### src/rtl/dmem_pkg.sv
// Shared types and constants for the data-memory arbiter and its address checker.
package dmem_pkg;

    localparam int unsigned ADDR_W       = 11;
    localparam int unsigned DATA_W       = 32;
    localparam int unsigned DEF_BASE     = 1024;
    localparam int unsigned DEF_LIMIT    = 1280;
    localparam int unsigned DEF_MAX_LOCK = 8;

    typedef logic port_id_t;

    typedef enum logic [1:0] {
        LK_IDLE = 2'b00,
        LK_P0   = 2'b01,
        LK_P1   = 2'b10
    } lock_state_e;

    typedef struct packed {
        port_id_t            port;
        logic                we;
        logic [ADDR_W-1:0]   addr;
        logic [DATA_W-1:0]   wdata;
        logic                legal;
    } issue_t;

    function automatic port_id_t other_port(input port_id_t p);
        return ~p;
    endfunction

endpackage

### src/rtl/dmem_arbiter_if.sv
// Request/response and memory-side bus of the two-port data-memory arbiter.
interface dmem_arbiter_if;
    import dmem_pkg::*;

    logic                req0;
    logic                req1;
    logic                we0;
    logic                we1;
    logic                lock0;
    logic                lock1;
    logic [ADDR_W-1:0]   addr0;
    logic [ADDR_W-1:0]   addr1;
    logic [DATA_W-1:0]   wdata0;
    logic [DATA_W-1:0]   wdata1;
    logic                gnt0;
    logic                gnt1;
    logic                rvalid0;
    logic                rvalid1;
    logic [DATA_W-1:0]   rdata;
    logic                rerr;
    logic                memWrite;
    logic [ADDR_W-1:0]   memAddr;
    logic [DATA_W-1:0]   memData;
    logic [DATA_W-1:0]   memOut;

    modport slave (
        input  req0, req1, we0, we1, lock0, lock1, addr0, addr1, wdata0, wdata1, memOut,
        output gnt0, gnt1, rvalid0, rvalid1, rdata, rerr, memWrite, memAddr, memData
    );

    modport master (
        output req0, req1, we0, we1, lock0, lock1, addr0, addr1, wdata0, wdata1, memOut,
        input  gnt0, gnt1, rvalid0, rvalid1, rdata, rerr, memWrite, memAddr, memData
    );

endinterface

### src/rtl/dmem_addr_check.sv
// Combinational legality of a data access: address window plus word alignment for writes.
module dmem_addr_check
    import dmem_pkg::*;
#(
    parameter int unsigned BASE  = DEF_BASE,
    parameter int unsigned LIMIT = DEF_LIMIT
) (
    input  logic [ADDR_W-1:0] addr,
    input  logic              we,
    output logic              legal
);

    localparam logic [ADDR_W-1:0] BASE_A  = ADDR_W'(BASE);
    localparam logic [ADDR_W-1:0] LIMIT_A = ADDR_W'(LIMIT);

    logic in_range_s;
    logic aligned_s;

    // Reads may be unaligned; only writes must hit a word boundary.
    always_comb begin
        in_range_s = (addr >= BASE_A) && (addr <= LIMIT_A);
        if (we) begin
            aligned_s = (addr[1:0] == 2'b00);
        end else begin
            aligned_s = 1'b1;
        end
        legal = in_range_s && aligned_s;
    end

endmodule

### src/rtl/dmem_arbiter.sv
// Two-port data-memory arbiter: lock-aware grant, issue stage, fixed-latency response.
// Build option DMEM_ARB_RR_EN selects round-robin; otherwise port 0 has fixed priority.
module dmem_arbiter
    import dmem_pkg::*;
#(
    parameter int unsigned BASE     = DEF_BASE,
    parameter int unsigned LIMIT    = DEF_LIMIT,
    parameter int unsigned MAX_LOCK = DEF_MAX_LOCK
) (
    input  logic           clock,
    input  logic           resetN,
    dmem_arbiter_if.slave  bus
);

    localparam int unsigned      CNT_W   = $clog2(MAX_LOCK + 1);
    localparam logic [CNT_W-1:0] MAX_CNT = CNT_W'(MAX_LOCK);
    localparam logic [CNT_W-1:0] ONE_CNT = CNT_W'(1);

    lock_state_e        lock_state_r;
    lock_state_e        lock_state_next_s;
    logic [CNT_W-1:0]   lock_cnt_r;
    logic [CNT_W-1:0]   lock_cnt_next_s;

    logic [1:0]         req_s;
    logic [1:0]         lock_s;
    logic               owner_valid_s;
    port_id_t           owner_s;
    logic               owner_hold_s;
    logic               owner_ok_s;
    port_id_t           sel_s;
    logic               gnt_any_s;
    logic               acc_lock_s;
    logic               acc_legal_s;
    issue_t             acc_s;

    logic               issue_valid_r;
    issue_t             issue_r;
    logic [1:0]         rvalid_r;
    logic [DATA_W-1:0]  rdata_r;
    logic               rerr_r;

`ifdef DMEM_ARB_RR_EN
    port_id_t           rr_ptr_r;
`endif

    // Decode the lock owner from the lock FSM state.
    always_comb begin
        owner_valid_s = 1'b0;
        owner_s       = 1'b0;
        case (lock_state_r)
            LK_IDLE: begin
                owner_valid_s = 1'b0;
                owner_s       = 1'b0;
            end
            LK_P0: begin
                owner_valid_s = 1'b1;
                owner_s       = 1'b0;
            end
            LK_P1: begin
                owner_valid_s = 1'b1;
                owner_s       = 1'b1;
            end
            default: begin
                owner_valid_s = 1'b0;
                owner_s       = 1'b0;
            end
        endcase
    end

    // Grant selection: a valid lock owner below the bound wins, else the policy decides.
    always_comb begin
        req_s        = {bus.req1, bus.req0};
        lock_s       = {bus.lock1, bus.lock0};
        owner_hold_s = req_s[owner_s] && lock_s[owner_s];
        owner_ok_s   = owner_valid_s && owner_hold_s && (lock_cnt_r < MAX_CNT);
        sel_s        = 1'b0;
        if (owner_ok_s) begin
            sel_s = owner_s;
        end else if (req_s == 2'b11) begin
`ifdef DMEM_ARB_RR_EN
            sel_s = rr_ptr_r;
`else
            sel_s = 1'b0;
`endif
        end else if (req_s[1]) begin
            sel_s = 1'b1;
        end else begin
            sel_s = 1'b0;
        end
        // Grants are suppressed while reset is held so nothing is accepted.
        gnt_any_s = (|req_s) && resetN;
    end

    assign bus.gnt0 = gnt_any_s && (sel_s == 1'b0);
    assign bus.gnt1 = gnt_any_s && (sel_s == 1'b1);

    dmem_addr_check #(
        .BASE  (BASE),
        .LIMIT (LIMIT)
    ) u_addr_check (
        .addr  (sel_s ? bus.addr1 : bus.addr0),
        .we    (sel_s ? bus.we1   : bus.we0),
        .legal (acc_legal_s)
    );

    // Assemble the accepted access from the granted port.
    always_comb begin
        acc_lock_s  = sel_s ? bus.lock1 : bus.lock0;
        acc_s.port  = sel_s;
        acc_s.we    = sel_s ? bus.we1    : bus.we0;
        acc_s.addr  = sel_s ? bus.addr1  : bus.addr0;
        acc_s.wdata = sel_s ? bus.wdata1 : bus.wdata0;
        acc_s.legal = acc_legal_s;
    end

    // Lock FSM next state and consecutive-grant counter.
    always_comb begin
        lock_state_next_s = lock_state_r;
        lock_cnt_next_s   = lock_cnt_r;
        if (gnt_any_s) begin
            if (acc_lock_s) begin
                lock_state_next_s = sel_s ? LK_P1 : LK_P0;
                if (owner_ok_s) begin
                    lock_cnt_next_s = lock_cnt_r + ONE_CNT;
                end else begin
                    lock_cnt_next_s = ONE_CNT;
                end
            end else begin
                lock_state_next_s = LK_IDLE;
                lock_cnt_next_s   = '0;
            end
        end else if (owner_valid_s && !owner_hold_s) begin
            lock_state_next_s = LK_IDLE;
            lock_cnt_next_s   = '0;
        end else begin
            lock_state_next_s = lock_state_r;
            lock_cnt_next_s   = lock_cnt_r;
        end
    end

    // Lock FSM state register.
    always_ff @(posedge clock or negedge resetN) begin
        if (!resetN) begin
            lock_state_r <= LK_IDLE;
            lock_cnt_r   <= '0;
        end else begin
            lock_state_r <= lock_state_next_s;
            lock_cnt_r   <= lock_cnt_next_s;
        end
    end

`ifdef DMEM_ARB_RR_EN
    // Round-robin pointer favours the port that was not granted last.
    always_ff @(posedge clock or negedge resetN) begin
        if (!resetN) begin
            rr_ptr_r <= 1'b0;
        end else if (gnt_any_s) begin
            rr_ptr_r <= other_port(sel_s);
        end else begin
            rr_ptr_r <= rr_ptr_r;
        end
    end
`endif

    // Issue stage: latch the accepted access for the memory cycle.
    always_ff @(posedge clock or negedge resetN) begin
        if (!resetN) begin
            issue_valid_r <= 1'b0;
            issue_r       <= '0;
        end else begin
            issue_valid_r <= gnt_any_s;
            if (gnt_any_s) begin
                issue_r <= acc_s;
            end else begin
                issue_r <= issue_r;
            end
        end
    end

    assign bus.memWrite = issue_valid_r && issue_r.we && issue_r.legal;
    assign bus.memAddr  = issue_r.addr;
    assign bus.memData  = issue_r.wdata;

    // Response stage: read data only for legal reads; writes and errors return zero.
    always_ff @(posedge clock or negedge resetN) begin
        if (!resetN) begin
            rvalid_r <= 2'b00;
            rdata_r  <= '0;
            rerr_r   <= 1'b0;
        end else begin
            rvalid_r[0] <= issue_valid_r && (issue_r.port == 1'b0);
            rvalid_r[1] <= issue_valid_r && (issue_r.port == 1'b1);
            rerr_r      <= issue_valid_r && !issue_r.legal;
            if (issue_valid_r && !issue_r.we && issue_r.legal) begin
                rdata_r <= bus.memOut;
            end else begin
                rdata_r <= '0;
            end
        end
    end

    assign bus.rvalid0 = rvalid_r[0];
    assign bus.rvalid1 = rvalid_r[1];
    assign bus.rdata   = rdata_r;
    assign bus.rerr    = rerr_r;

endmodule

### src/flat_wrapper.sv
// flat-port wrapper written by rule: the top's interface ports become plain ports
module dmem_arbiter_flat import dmem_pkg::*;
#(
    parameter int unsigned BASE     = DEF_BASE,
    parameter int unsigned LIMIT    = DEF_LIMIT,
    parameter int unsigned MAX_LOCK = DEF_MAX_LOCK
)
  (clock, resetN, bus_req0, bus_req1, bus_we0, bus_we1, bus_lock0, bus_lock1, bus_addr0, bus_addr1, bus_wdata0, bus_wdata1, bus_memOut, bus_gnt0, bus_gnt1, bus_rvalid0, bus_rvalid1, bus_rdata, bus_rerr, bus_memWrite, bus_memAddr, bus_memData);
  dmem_arbiter_if bus_i ();
  input  logic clock;
  input  logic resetN;
  input wire logic [$bits(bus_i.req0)-1:0] bus_req0;
  input wire logic [$bits(bus_i.req1)-1:0] bus_req1;
  input wire logic [$bits(bus_i.we0)-1:0] bus_we0;
  input wire logic [$bits(bus_i.we1)-1:0] bus_we1;
  input wire logic [$bits(bus_i.lock0)-1:0] bus_lock0;
  input wire logic [$bits(bus_i.lock1)-1:0] bus_lock1;
  input wire logic [$bits(bus_i.addr0)-1:0] bus_addr0;
  input wire logic [$bits(bus_i.addr1)-1:0] bus_addr1;
  input wire logic [$bits(bus_i.wdata0)-1:0] bus_wdata0;
  input wire logic [$bits(bus_i.wdata1)-1:0] bus_wdata1;
  input wire logic [$bits(bus_i.memOut)-1:0] bus_memOut;
  output wire logic [$bits(bus_i.gnt0)-1:0] bus_gnt0;
  output wire logic [$bits(bus_i.gnt1)-1:0] bus_gnt1;
  output wire logic [$bits(bus_i.rvalid0)-1:0] bus_rvalid0;
  output wire logic [$bits(bus_i.rvalid1)-1:0] bus_rvalid1;
  output wire logic [$bits(bus_i.rdata)-1:0] bus_rdata;
  output wire logic [$bits(bus_i.rerr)-1:0] bus_rerr;
  output wire logic [$bits(bus_i.memWrite)-1:0] bus_memWrite;
  output wire logic [$bits(bus_i.memAddr)-1:0] bus_memAddr;
  output wire logic [$bits(bus_i.memData)-1:0] bus_memData;
  assign bus_i.req0 = bus_req0;
  assign bus_i.req1 = bus_req1;
  assign bus_i.we0 = bus_we0;
  assign bus_i.we1 = bus_we1;
  assign bus_i.lock0 = bus_lock0;
  assign bus_i.lock1 = bus_lock1;
  assign bus_i.addr0 = bus_addr0;
  assign bus_i.addr1 = bus_addr1;
  assign bus_i.wdata0 = bus_wdata0;
  assign bus_i.wdata1 = bus_wdata1;
  assign bus_i.memOut = bus_memOut;
  assign bus_gnt0 = bus_i.gnt0;
  assign bus_gnt1 = bus_i.gnt1;
  assign bus_rvalid0 = bus_i.rvalid0;
  assign bus_rvalid1 = bus_i.rvalid1;
  assign bus_rdata = bus_i.rdata;
  assign bus_rerr = bus_i.rerr;
  assign bus_memWrite = bus_i.memWrite;
  assign bus_memAddr = bus_i.memAddr;
  assign bus_memData = bus_i.memData;
  dmem_arbiter #(.BASE(BASE), .LIMIT(LIMIT), .MAX_LOCK(MAX_LOCK)) u_core (.clock(clock), .resetN(resetN), .bus(bus_i));
endmodule
### config.mk
export PLATFORM = sky130hd
export DESIGN_NAME = dmem_arbiter_flat
export DESIGN_NICKNAME = d
export VERILOG_FILES = /design/src/rtl/dmem_pkg.sv /design/src/rtl/dmem_arbiter_if.sv /design/src/rtl/dmem_addr_check.sv /design/src/rtl/dmem_arbiter.sv /design/src/flat_wrapper.sv
export SDC_FILE = /design/constraint.sdc
export NUM_CORES = 1
export LEC_CHECK = 0
export CORE_ASPECT_RATIO = 1.25
export CORE_MARGIN = 5
export CORE_UTILIZATION = 44
export DETAILED_ROUTE_END_ITERATION = 7
export GPL_TIMING_DRIVEN = 0
export PLACE_DENSITY = 0.87
export SLEW_MARGIN = 20
export SYNTH_ARGS = -nofsm -noshare
export SYNTH_HDL_FRONTEND = slang
export SYNTH_HIERARCHICAL = 1
export SYNTH_SLANG_ARGS = --single-unit
### constraint.sdc
create_clock -name clock -period 3.3 [get_ports clock]
set_input_delay 0.495 -clock clock [delete_from_list [all_inputs] [get_ports clock]]
set_output_delay 0.495 -clock clock [all_outputs]
set_load 0.005 [all_outputs]
==> results of run 1 <==
[cells in the final DEF (no fill, tap or decap), types with 3 or more instances in the layout]
cell type / n
sky130_fd_sc_hd__clkinvlp_4: 3
sky130_fd_sc_hd__a31oi_1: 10
sky130_fd_sc_hd__o21ai_0: 5
sky130_fd_sc_hd__dfrtp_1: 88
sky130_fd_sc_hd__buf_8: 3
sky130_fd_sc_hd__clkbuf_16: 9
sky130_fd_sc_hd__nand2_1: 77
sky130_fd_sc_hd__inv_1: 4
sky130_fd_sc_hd__a21oi_1: 67
sky130_fd_sc_hd__buf_2: 6
sky130_fd_sc_hd__clkdlybuf4s50_1: 204
sky130_fd_sc_hd__nand3_1: 5
sky130_fd_sc_hd__and2_1: 33
sky130_fd_sc_hd__nor2_1: 49
sky130_fd_sc_hd__clkbuf_1: 9
sky130_fd_sc_hd__buf_4: 46
[cell type report]
| type | instances | area share |
|---|---|---|
| Sequential cell | 88 | 0.331 |
| Clock buffer | 12 | 0.0386 |
| Inverter | 5 | 0.00282 |
| Timing Repair Buffer | 206 | 0.311 |
| Clock inverter | 4 | 0.00790 |
| Tap cell | 123 | 0.0231 |
| Buffer | 66 | 0.0719 |
| Multi-Input combinational cell | 278 | 0.214 |
[state kept, by name, summed over array words and instances (netlist names)]
signal / count
u_core/bus.memData: 32
u_core/rvalid_r: 2
u_core/lock_state_r: 2
u_core/lock_cnt_r: 4
u_core/issue_r: 3
u_core/issue_valid_r: 1
u_core/bus.memAddr: 11
u_core/bus.rdata: 32
u_core/bus.rerr: 1
[per-stage QoR]
step | utilization | instances | TNS [ns]
4_1_cts | 0.725 | 782 | 0
2_1_floorplan | - | 437 | 0
3_3_place_gp | 0.689 | 765 | -253.85
6_report | 0.725 | 782 | 0
5_1_grt | 0.725 | 782 | 0
3_5_place_dp | 0.691 | 766 | 0
[how the worst min path moves through the flow]
stage | from | end | slack (ns) | cells past startpoint
finish | resetN | u_core/bus.memData[10] | 0.18 | 1
floorplan | resetN | u_core/bus.memAddr[0] | 0.20 | 0
detailed placement | u_core/issue_r[45] | u_core/rvalid_r[0] | 0.47 | 1
global route | resetN | u_core/bus.memData[10] | 0.22 | 1
global placement | u_core/issue_r[45] | u_core/rvalid_r[0] | 0.45 | 1
CTS | resetN | u_core/bus.memData[10] | 0.20 | 1
[routing by layer]
metal,share of wire,GRT usage,up-vias
li1,-,-,1834
met1,0.36,0.246,1754
met2,0.49,0.399,208
met3,0.13,0.0928,22
met4,0.028,0.0930,0
met5,0,0,-
[worst max-delay path, cell delays in order (launching register included)]
cell	delay, ns
sky130_fd_sc_hd__dfrtp_1	0.38
sky130_fd_sc_hd__ha_1	0.41
sky130_fd_sc_hd__and4bb_4	0.25
sky130_fd_sc_hd__o21a_1	0.17
sky130_fd_sc_hd__buf_6	0.15
sky130_fd_sc_hd__buf_6	0.15
sky130_fd_sc_hd__nor2_1	0.10
sky130_fd_sc_hd__clkdlybuf4s50_1	0.57
[where the power goes]
group          leakage [nW]  switching [mW]  total (mW)  internal [mW]
Clock                 0.141           0.412        1.04          0.628
Combinational          1.74           0.262       0.700          0.438
Sequential             1.10          0.0511        1.22           1.17
Total                  2.98           0.725        2.96           2.23
[cells by family after synthesis]
group,count (synthesis),synth area share
buffers and inverters,71,0.121
and+or+nand+nor,177,0.197
adders and majority gates,2,0.00607
DFF,88,0.535
AOI/OAI and AO/OA,99,0.142
==> flow_results.org, run 1 <==
** Status
- Outcome :: finished, final reports clean

** GRT
- The via count of the first global-routing pass is 4022.
- Antenna violations before repair :: 0
- Global-route wire length before repair :: 20100 microns
- Total global routing track utilization :: 0.231
- The total overflow left after global routing is 0.
- Largest net degree at the start of global routing :: 51

** STA
- Actual transition at the worst max-transition pin :: 0.665 ns
- Final count of negative-setup-slack endpoints :: 0
- Number of hold violations in the final report :: 0
- In the finished design, the share of the clock period the worst path needs comes to 0.917.
- Post-route worst hold slack :: 0.178 ns
- The worst path in the final design needs a cycle of 3.03 ns, including I/O delays and setup.
- On the final layout, the worst clock skew is 0.00411 ns.
- Max Transition Viols Final :: 0
- Derived from the worst setup path, the maximum achievable clock frequency is 331 MHz.
- Setup slack on the critical path of the routed design comes to 0.274 ns.
- Worst rel slew slack :: 0.557
- Setup repair after global routing left no endpoint under its margin.

** Route
- Summing over every cut layer, the via total after detailed routing is 3818.
- In this run the remaining antenna-violating nets after routing total 0.
- Post-Route WL :: 13300 microns
- After detailed routing, the number of remaining DRC violations is 0.
- Before antenna repair, the detailed router went through 4 iterations.
- The first routing iteration left 159 violations.
- Drt via density :: 4.88
- Routed len/inst :: 17.0 microns

** Layout
- The number of antenna diodes in the final layout is 0.
- Summing all flip-flop and latch instances after layout gives 0.00220 sq mm.
- Post-route cell area :: 0.00665 sq mm
- In the final layout, the share of cells above drive strength 1 is 0.131.
- The final layout contains 782 nets.
- Filler Cell Count :: 663
- Area of the multi-input gates :: 0.00142 sq mm
- The area growth from synthesis to layout is 61.5%.

** Synthesis
- Unique masters post-synth :: 39
- Library cell with the largest summed area after synthesis :: sky130_fd_sc_hd__dfrtp_1
- Proportion of synthesized flip-flops having asynchronous set or reset :: 1.00
- The share of the Yosys chip area taken by registers is 0.535.
- After synthesis the netlist holds a flip-flop and latch count of 88.
- Synthesized instance count :: 437
- Most used standard cells in the synthesized netlist :: sky130_fd_sc_hd__dfrtp_1 (88), sky130_fd_sc_hd__nand2_1 (77), sky130_fd_sc_hd__a21oi_1 (67)
- Post-synth EDFFs :: 0
- The most common cell in the synthesized netlist is sky130_fd_sc_hd__dfrtp_1.
- In the synthesized netlist the dominant register cell turns out to be sky130_fd_sc_hd__dfrtp_1.
- The share of synthesized area in the top cell type comes to 0.535.
- The cell area that synthesis handed to floorplanning was 0.00412 sq mm.
- The Yosys step of the flow raised 6 warnings.
- Most area-consuming cells after synthesis :: sky130_fd_sc_hd__dfrtp_1 (53%), sky130_fd_sc_hd__buf_4 (8.2%), sky130_fd_sc_hd__a21oi_1 (8.1%)
- In this run the mean area of a mapped cell was 9.43 sq um.
- Mapped Nets :: 565

** Hold path
- The tightest min-delay check is of the input port to asynchronous set/reset pin type.

** Placement
- At the placement stage, the worst setup path has a slack of 0.320 ns.
- Detailed placement finished with a half-perimeter wire length of 10300 microns.
- The congestion estimate from routability-driven global placement came to 0.842.
- After detailed placement, the total cell area comes to 0.00634 sq mm.
- Buffers placed on the I/O ports in this run total 205.

** Clock network
- Hold-fix buffers, CTS :: 0
- Clk Tree Root Cell :: sky130_fd_sc_hd__clkbuf_16
- The clock tree synthesis step divided the H-tree into 3 levels.
- Later-pin clock latency in the skew report :: 0.34 ns
- The longest clock path from root to sink contains 2 buffers.
- Num Clock Sinks :: 88
- Cts repair resizes :: 0
- Number of setup buffers added after CTS :: 0
- After clock tree synthesis, the clock-pin slew on the worst setup and hold paths is 0.06 ns.
- The number of clock buffers added by TritonCTS is 9.
- CTS tree :: yes

** Die
- Full die area :: 0.0114 sq mm
- The core region is 0.00917 sq mm.
- Pin placement for this block handled 207 I/O pins.
- The floorplan step set the die width to 96.5 microns.
- For this configuration, the core starts out at a cell density of 0.449.
- Number of core rows :: 39
- Measured along the y axis, the die boundary spans 118 microns.

** Power
- Dividing total power by cell area gives a power density of 445 mW/mm^2.
- Summed over all cells, the static leakage comes to 2.98 nW.
- Design Power :: 2.96 mW
- Across the VDD grid, the largest voltage drop is 288 uV.

** Setup path
- CP Capture Type :: output port
- For the worst setup path, the data required time is 2.80 ns.
- The critical path in this run is classified as register to output port.
- Reg-to-reg critical path startpoint :: u_core/lock_state_r[1]
- For the worst setup path, the data arrival time is 2.53 ns.
- Worst R2R Setup Slack :: 0.78 ns
- Counting cells, the worst reg-to-reg path comes to 12.
- Reg2reg end :: u_core/issue_r[0]
- CP Capture Point :: bus_gnt0
- Maximum fanout count along the critical path :: 10
- The critical path starts at u_core/lock_state_r[1].
- Startpoint type of the worst setup path :: register

** Run
- Max-cap violations :: 0
Note: power is estimated with default switching activity, not from simulation.
==> run 2: changes to the inputs <==
Settings changed: TNS_END_PERCENT set to 100.
==> results of run 2 <==
No change in the layout: final DEF, timing and power equal those of run 1.
